### src/rtl/addsub_bist.sv
// Exhaustive BIST initiator/checker for an N-bit combinational adder-subtractor.
// Latency: each vector held HOLD cycles, compared on the last; sweep = 2^(2N+1)*HOLD cycles.
// Backpressure: none; start is ignored while a sweep is running.
module addsub_bist #(
    parameter int N     = 4,
    parameter int HOLD  = 1,
    parameter int ERR_W = 16
) (
    input  logic             clk,
    input  logic             rst_n,
    input  logic             start,
    output logic [N-1:0]     dut_a,
    output logic [N-1:0]     dut_b,
    output logic             dut_cin,
    input  logic [N-1:0]     dut_sum,
    input  logic             dut_cout,
    output logic             busy,
    output logic             done,
    output logic             pass,
    output logic [ERR_W-1:0] err_cnt,
    output logic             fail_valid,
    output logic [N-1:0]     first_a,
    output logic [N-1:0]     first_b,
    output logic             first_cin
);

    localparam int VW = 2 * N + 1;
    localparam int HW = (HOLD > 1) ? $clog2(HOLD) : 1;
    localparam logic [VW-1:0]    V_LAST  = {VW{1'b1}};
    localparam logic [ERR_W-1:0] ERR_MAX = {ERR_W{1'b1}};

    typedef enum logic [1:0] {IDLE, RUN, DONE} state_t;

    state_t            state, state_nxt;
    logic [VW-1:0]     v;
    logic [HW-1:0]     hold_cnt;
    logic              cmp;
    logic              mismatch;
    logic [N-1:0]      op_b;
    logic [N:0]        golden;
    logic [ERR_W-1:0]  err_inc;

    // The driven operands are the vector counter itself, so they are registered.
    assign dut_a   = v[N-1:0];
    assign dut_b   = v[2*N-1:N];
    assign dut_cin = v[2*N];

    assign op_b     = dut_cin ? ~dut_b : dut_b;
    assign golden   = {1'b0, dut_a} + {1'b0, op_b} + {{N{1'b0}}, dut_cin};
    assign cmp      = (state == RUN) && (hold_cnt == HW'(HOLD - 1));
    assign mismatch = cmp && ({dut_cout, dut_sum} != golden);
    assign err_inc  = (err_cnt == ERR_MAX) ? err_cnt : err_cnt + ERR_W'(1);

    always_ff @(posedge clk or negedge rst_n) begin
        if (!rst_n) state <= IDLE;
        else        state <= state_nxt;
    end

    always_comb begin
        state_nxt = state;
        case (state)
            IDLE, DONE: if (start) state_nxt = RUN;
            RUN:        if (cmp && v == V_LAST) state_nxt = DONE;
            default:    state_nxt = IDLE;
        endcase
    end

    always_ff @(posedge clk or negedge rst_n) begin
        if (!rst_n) begin
            v          <= '0;
            hold_cnt   <= '0;
            err_cnt    <= '0;
            fail_valid <= 1'b0;
            first_a    <= '0;
            first_b    <= '0;
            first_cin  <= 1'b0;
            busy       <= 1'b0;
            done       <= 1'b0;
            pass       <= 1'b0;
        end else if (state != RUN && start) begin
            v          <= '0;
            hold_cnt   <= '0;
            err_cnt    <= '0;
            fail_valid <= 1'b0;
            first_a    <= '0;
            first_b    <= '0;
            first_cin  <= 1'b0;
            busy       <= 1'b1;
            done       <= 1'b0;
            pass       <= 1'b0;
        end else if (state == RUN) begin
            if (cmp) begin
                hold_cnt <= '0;
                if (mismatch) begin
                    err_cnt <= err_inc;
                    if (!fail_valid) begin
                        fail_valid <= 1'b1;
                        first_a    <= dut_a;
                        first_b    <= dut_b;
                        first_cin  <= dut_cin;
                    end
                end
                // Last vector: operands stay put and the verdict includes this compare.
                if (v == V_LAST) begin
                    busy <= 1'b0;
                    done <= 1'b1;
                    pass <= !mismatch && (err_cnt == '0);
                end else begin
                    v <= v + VW'(1);
                end
            end else begin
                hold_cnt <= hold_cnt + HW'(1);
            end
        end
    end

endmodule

### config.mk
export PLATFORM = sky130hd
export DESIGN_NAME = addsub_bist
export DESIGN_NICKNAME = d
export VERILOG_FILES = /design/src/rtl/addsub_bist.sv
export SDC_FILE = /design/constraint.sdc
export NUM_CORES = 1
export LEC_CHECK = 0
export BUFFER_PORTS_ARGS = -buffer_cell sky130_fd_sc_hd__buf_4
export CAP_MARGIN = 20
export CORE_AREA = 2 2 66 68
export CTS_CLUSTER_DIAMETER = 150
export DETAILED_ROUTE_END_ITERATION = 10
export DIE_AREA = 0 0 68 70
export GPL_ROUTABILITY_DRIVEN = 0
export PLACE_DENSITY = 0.91
export SLEW_MARGIN = 10
export SYNTH_ARGS = -nofsm -noshare
export SYNTH_HDL_FRONTEND = slang
export SYNTH_SLANG_ARGS = --single-unit
### constraint.sdc
create_clock -name clk -period 6.9 [get_ports clk]
set_clock_uncertainty 0.05 [all_clocks]
set_input_delay 2.07 -clock clk [delete_from_list [all_inputs] [get_ports clk]]
set_output_delay 2.07 -clock clk [all_outputs]
set_load 0.01 [all_outputs]
==> After elaboration in Yosys (flattened, before gate mapping) <==
Cells that the tools add are included.
{ "word_totals": {"ff_bits": 41, "latchBits": 0, "mem_bits_rw": 0, "rom_bits": 0, "in_bits": 8, "output_inout_bits": 38, "memories": 0} }
{ "op_classes": {"add_sub_neg": 5, "multipliers": 0, "div": 0, "magnitude_cmp": 0, "eq_ne": 11, "n_shift": 0, "mux": 47, "n_bitwise": 2, "reduce_logical": 19} }
{ "op_table": {"columns": ["cell", "n"], "rows": [
  ["16-bit 2-to-1 mux", 5],
  ["4-bit 2-to-1 mux", 11],
  ["9-bit 2-to-1 mux", 4],
  ["1-bit 2-to-1 mux", 24],
  ["16-bit by 1-bit adder with 16-bit output, second input constant", 1],
  ["16-bit == test, second input constant", 1],
  ["16-bit logical NOT", 1],
  ["9-bit by 1-bit adder with 9-bit output, second input constant", 1],
  ["9-bit == test, second input constant", 1],
  ["3-bit AND reduction", 3],
  ["2-bit by 1-bit != test with 1-bit output, second input constant", 4],
  ["4-bit AND reduction", 2],
  ["2-bit nonzero test", 4],
  ["4-bit by 4-bit adder with 5-bit output", 1],
  ["5-bit by 1-bit adder with 5-bit output", 1],
  ["1-bit logical AND", 5],
  ["5-bit != test", 1],
  ["2-bit 2-to-1 mux", 2],
  ["2-bit != test, second input constant", 2],
  ["4-bit inverter", 1],
  ["2-bit one-hot mux with 2 select lines", 1],
  ["2-bit by 1-bit == test with 1-bit output, second input constant", 1],
  ["2-bit == test, second input constant", 1],
  ["2-bit logical NOT", 1],
  ["other kinds (5)", 5]
]} }

==> Logic depth before layout (Yosys ltp) <==
{ "depth": {"depth_word": 12, "depth_mapped": 12, "ltp_nobuf": 9} }

==> Least setup slack after synthesis <==
Ideal clock, no wire load.
{ "synth_path": {"path_kind": "input -> register", "from": "in dut_sum[2]", "to": "reg pass", "arrival_time_ns": 3.413, "path_slack_ns": 3.333, "cell_stages": 7, "path_cell_list": "xnor2_1 xnor2_1 nand3_1 or3_1 buf_2 buf_6 o41ai_2"} }
{ "synth_via": {"elab_chain_cells": 8} }
{ "synth_lines": {"columns": ["item", "line", "rtl"], "rows": [
  ["from (decl)", "15", "input logic [N-1:0] dut_sum,"],
  ["5-bit != test", "51", "assign mismatch = cmp && ({dut_cout, dut_sum} != golden);"],
  ["1-bit logical AND", "51", null],
  ["1-bit logical NOT", "107", "pass <= !mismatch && (err_cnt == '0);"],
  ["1-bit logical AND", "107", null],
  ["1-bit 2-to-1 mux", "104", "if (v == V_LAST) begin"],
  ["1-bit 2-to-1 mux", "92", "if (cmp) begin"],
  ["1-bit 2-to-1 mux", "91", "end else if (state == RUN) begin"],
  ["1-bit 2-to-1 mux", "80", "end else if (state != RUN && start) begin"],
  ["to (signal assigned)", "107", null],
  ["to (decl)", "19", "output logic pass,"]
]} }
Every way passes these cells. The select of a mux whose other input is x is not followed.
A chain may end at the register's enable or synchronous reset.

==> Worst setup path in the final report <==
{ "layout_path": {"from": "in dut_sum[2]", "to": "reg first_a[1]"} }
{ "layout_via": {"elab_chain_cells": 4} }
{ "layout_lines": {"columns": ["item", "line", "rtl"], "rows": [
  ["5-bit != test", "51", null],
  ["1-bit logical AND", "51", null],
  ["2-bit nonzero test (no line)", null, null],
  ["4-bit AND reduction (no line)", null, null],
  ["to (signal assigned)", "98", "first_a <= dut_a;"],
  ["to (decl)", "22", "output logic [N-1:0] first_a,"]
]} }
Every way passes these cells.

==> results.ini <==
[outcome]
run_status=finished clean

[synth]
synthTopCellsByArea=dfrtp_1 (45%), xnor2_1 (4.6%), ha_1 (3.8%)
ys_types=43
syn-cell-area_um2=2280
yosys.area.top_type=dfrtp_1
synth_top_area_share_pct=44.9
syn-num-nets=255
synth.avg_cell_area_um2=9.55
ys_ff_latch=41
syn_inst=239
ys_warn_count=0
ys.flop_type=dfrtp_1
synthArstFlopShare_pct=100
yosysSeqAreaShare_pct=44.9
synth-edff-count=0

[floorplan]
die_y_um=70
ioPinCount=46
fp-row-count=24
start_util_pct=55.1
die_area_um2=4760
fp.dieW_um=68
core_um2=4140

[finish]
nets=299
final_core_util_pct=66.0
final_layout_size_suffix_gt1_share_pct=20.8
num_antenna_cells=0
area_growth_pct=19.8

[cts]
numCtsBuffers=5
cts_tree=done
cts_max_level=2
clk_pin_slew_ns=0.08
clk_path_buf_depth=2
postCtsSetupBuffers=0
cts_hold_buf=0
clk_latency_ns=0.29
cts_root_buffer=clkbuf_8
cts_sinks=41
ctsResizeCount=0

[min_path]
hold_path_end=busy
hp-class=flop to flop
hold_depth=2
min-delay-start=busy

[timing]
setup_tns_ns=0
drv_slew=0
worst_pin_slew_ns=1.06
period_share_pct=53.3
hold_viol_final=0
setup_viol=0
grt_setup_unrepaired=false
period_minus_slack_ns=3.68
slew_headroom_pct=28.8
max_freq_mhz=272

[critical_path]
worst-setup-path-type=input port to flop
r2r_slack_ns=3.69
worst_r2r_endpoint=first_a[1]
rr_startpoint=v[8]
r2r.worst_path.cells=9
cp-end-kind=flop
path_max_fanout=18
crit_arrival_ns=3.84
cp-start-kind=input port
cp.required_ns=7.07

[grt]
grtUsageTotal_pct=24.1
grt_max_degree=42
grt_pass1_wl_um=8830
grt_pass1_vias=1993
grt_remaining_overflow=0
antenna_found_initial=0

[routing]
first_pass_iters=5
vias_per_cell=6.01
drt_iter0_drc=128
num_vias=2012
wl_per_cell_um=16.1
ant_nets=0
drc=0
wirelength_um=5400

[power]
power_leakage_nw=1.33
vdd_drop_max_mv=0.253
powerDensity_nw_per_um2=335
power_uw=917

[placement]
port_buffers=45
hpwlAfterDp_um=3770

[job]
maxCapViolations=0

-- metal layers --
metal	GRT usage, %	part of all wire (%)	up-vias
li1	-	-	944
met1	30.7	41	981
met2	39.6	51	72
met3	4.67	5.5	15
met4	9.78	2.2	0
met5	0	0	-
-- worst max-delay path: stages --
cell	delay, ns
buf_4	0.11
xnor2_1	0.16
xnor2_1	0.13
nand3_1	0.13
o31ai_2	0.92
nand3_1	0.20
o21ai_0	0.13
-- synth_stat cells, types with 2 or more instances --
master / number
nor2b_1: 2
o41ai_1: 2
buf_2: 3
a31o_2: 2
a41o_1: 2
mux2i_1: 6
o21ai_0: 13
or4_1: 5
o31ai_1: 3
nor4_1: 3
or3_1: 3
ha_1: 7
xnor2_1: 12
a31oi_1: 2
nor2_1: 16
inv_1: 18
nand2b_1: 4
o21a_1: 2
and2_1: 3
nor3_1: 6
o211ai_1: 3
nand3_1: 15
nand2_1: 17
and3_1: 4
a21oi_1: 10
dfrtp_1: 41
nand4_1: 12
xor2_1: 5
clkbuf_1: 4
-- worst max-delay path by stage --
stage | start | end | slack (ns)
floorplan | dut_sum[2] | pass | 3.33
global placement | dut_sum[2] | first_b[2] | 3.06
detailed placement | dut_sum[2] | first_a[3] | 2.95
CTS | dut_sum[2] | first_a[1] | 3.23
global route | dut_sum[2] | first_a[1] | 3.00
finish | dut_sum[2] | first_a[1] | 3.22
-- cells by family after synthesis --
| group | after synthesis | share of synthesized area [%] |
|---|---|---|
| compound gates | 44 | 12.9 |
| xor+xnor | 17 | 6.52 |
| fa+ha+maj | 8 | 4.71 |
| buf+inv | 27 | 4.93 |
| flops | 41 | 44.9 |
| mux | 6 | 2.63 |
| simple gates | 96 | 23.3 |
-- sequential cells by signal, summed over array words and instances, names as in the netlist --
| name | cells |
|---|---|
| first_cin | 1 |
| hold_cnt | 1 |
| v | 9 |
| first_b | 4 |
| state | 2 |
| busy | 1 |
| done | 1 |
| fail_valid | 1 |
| err_cnt | 16 |
| pass | 1 |
| first_a | 4 |
-- per-stage QoR --
step	hold WS [ns]	instance area, um^2	worst slack [ns]	cells
6_report	0.434	2740	3.22	335
5_1_grt	0.472	2740	3.00	335
4_1_cts	0.437	2740	3.23	335
3_5_place_dp	0.420	2650	2.95	328
3_3_place_gp	0.418	2650	3.06	328
2_1_floorplan	0.429	2280	3.33	239
-- area by class of cell --
| cell class | instances | area [um^2] |
|---|---|---|
| Timing Repair Buffer | 46 | 345 |
| Multi-Input combinational cell | 171 | 1140 |
| Clock buffer | 7 | 86.3 |
| Tap cell | 52 | 65.1 |
| Sequential cell | 41 | 1030 |
| Inverter | 18 | 67.6 |
| Fill cell | 340 | 1410 |
-- report_power, final --
group	internal (mW)	switching, mW
clock network	0.0794	0.0816
registers	0.293	0.0803
logic	0.180	0.203
-- layout by cell type, fill, tap and decap left out, types with 2 or more instances in the layout --
cell type	instances
a41o_1	2
a31oi_1	2
inv_1	18
nor4_1	3
o31ai_1	3
mux2i_1	6
o211ai_1	3
or4_1	5
ha_1	7
nand3_1	15
or3_1	3
nor3_1	6
xor2_1	5
buf_4	46
nand2_1	17
and2_1	3
xnor2_1	12
nand4_1	12
clkbuf_8	6
dfrtp_1	41
a21oi_1	10
nor2_1	16
nand2b_1	4
o21a_1	2
a31o_2	2
nor2b_1	2
and3_1	4
o21ai_0	13
o41ai_1	2
(Power assumes the default switching activity.)
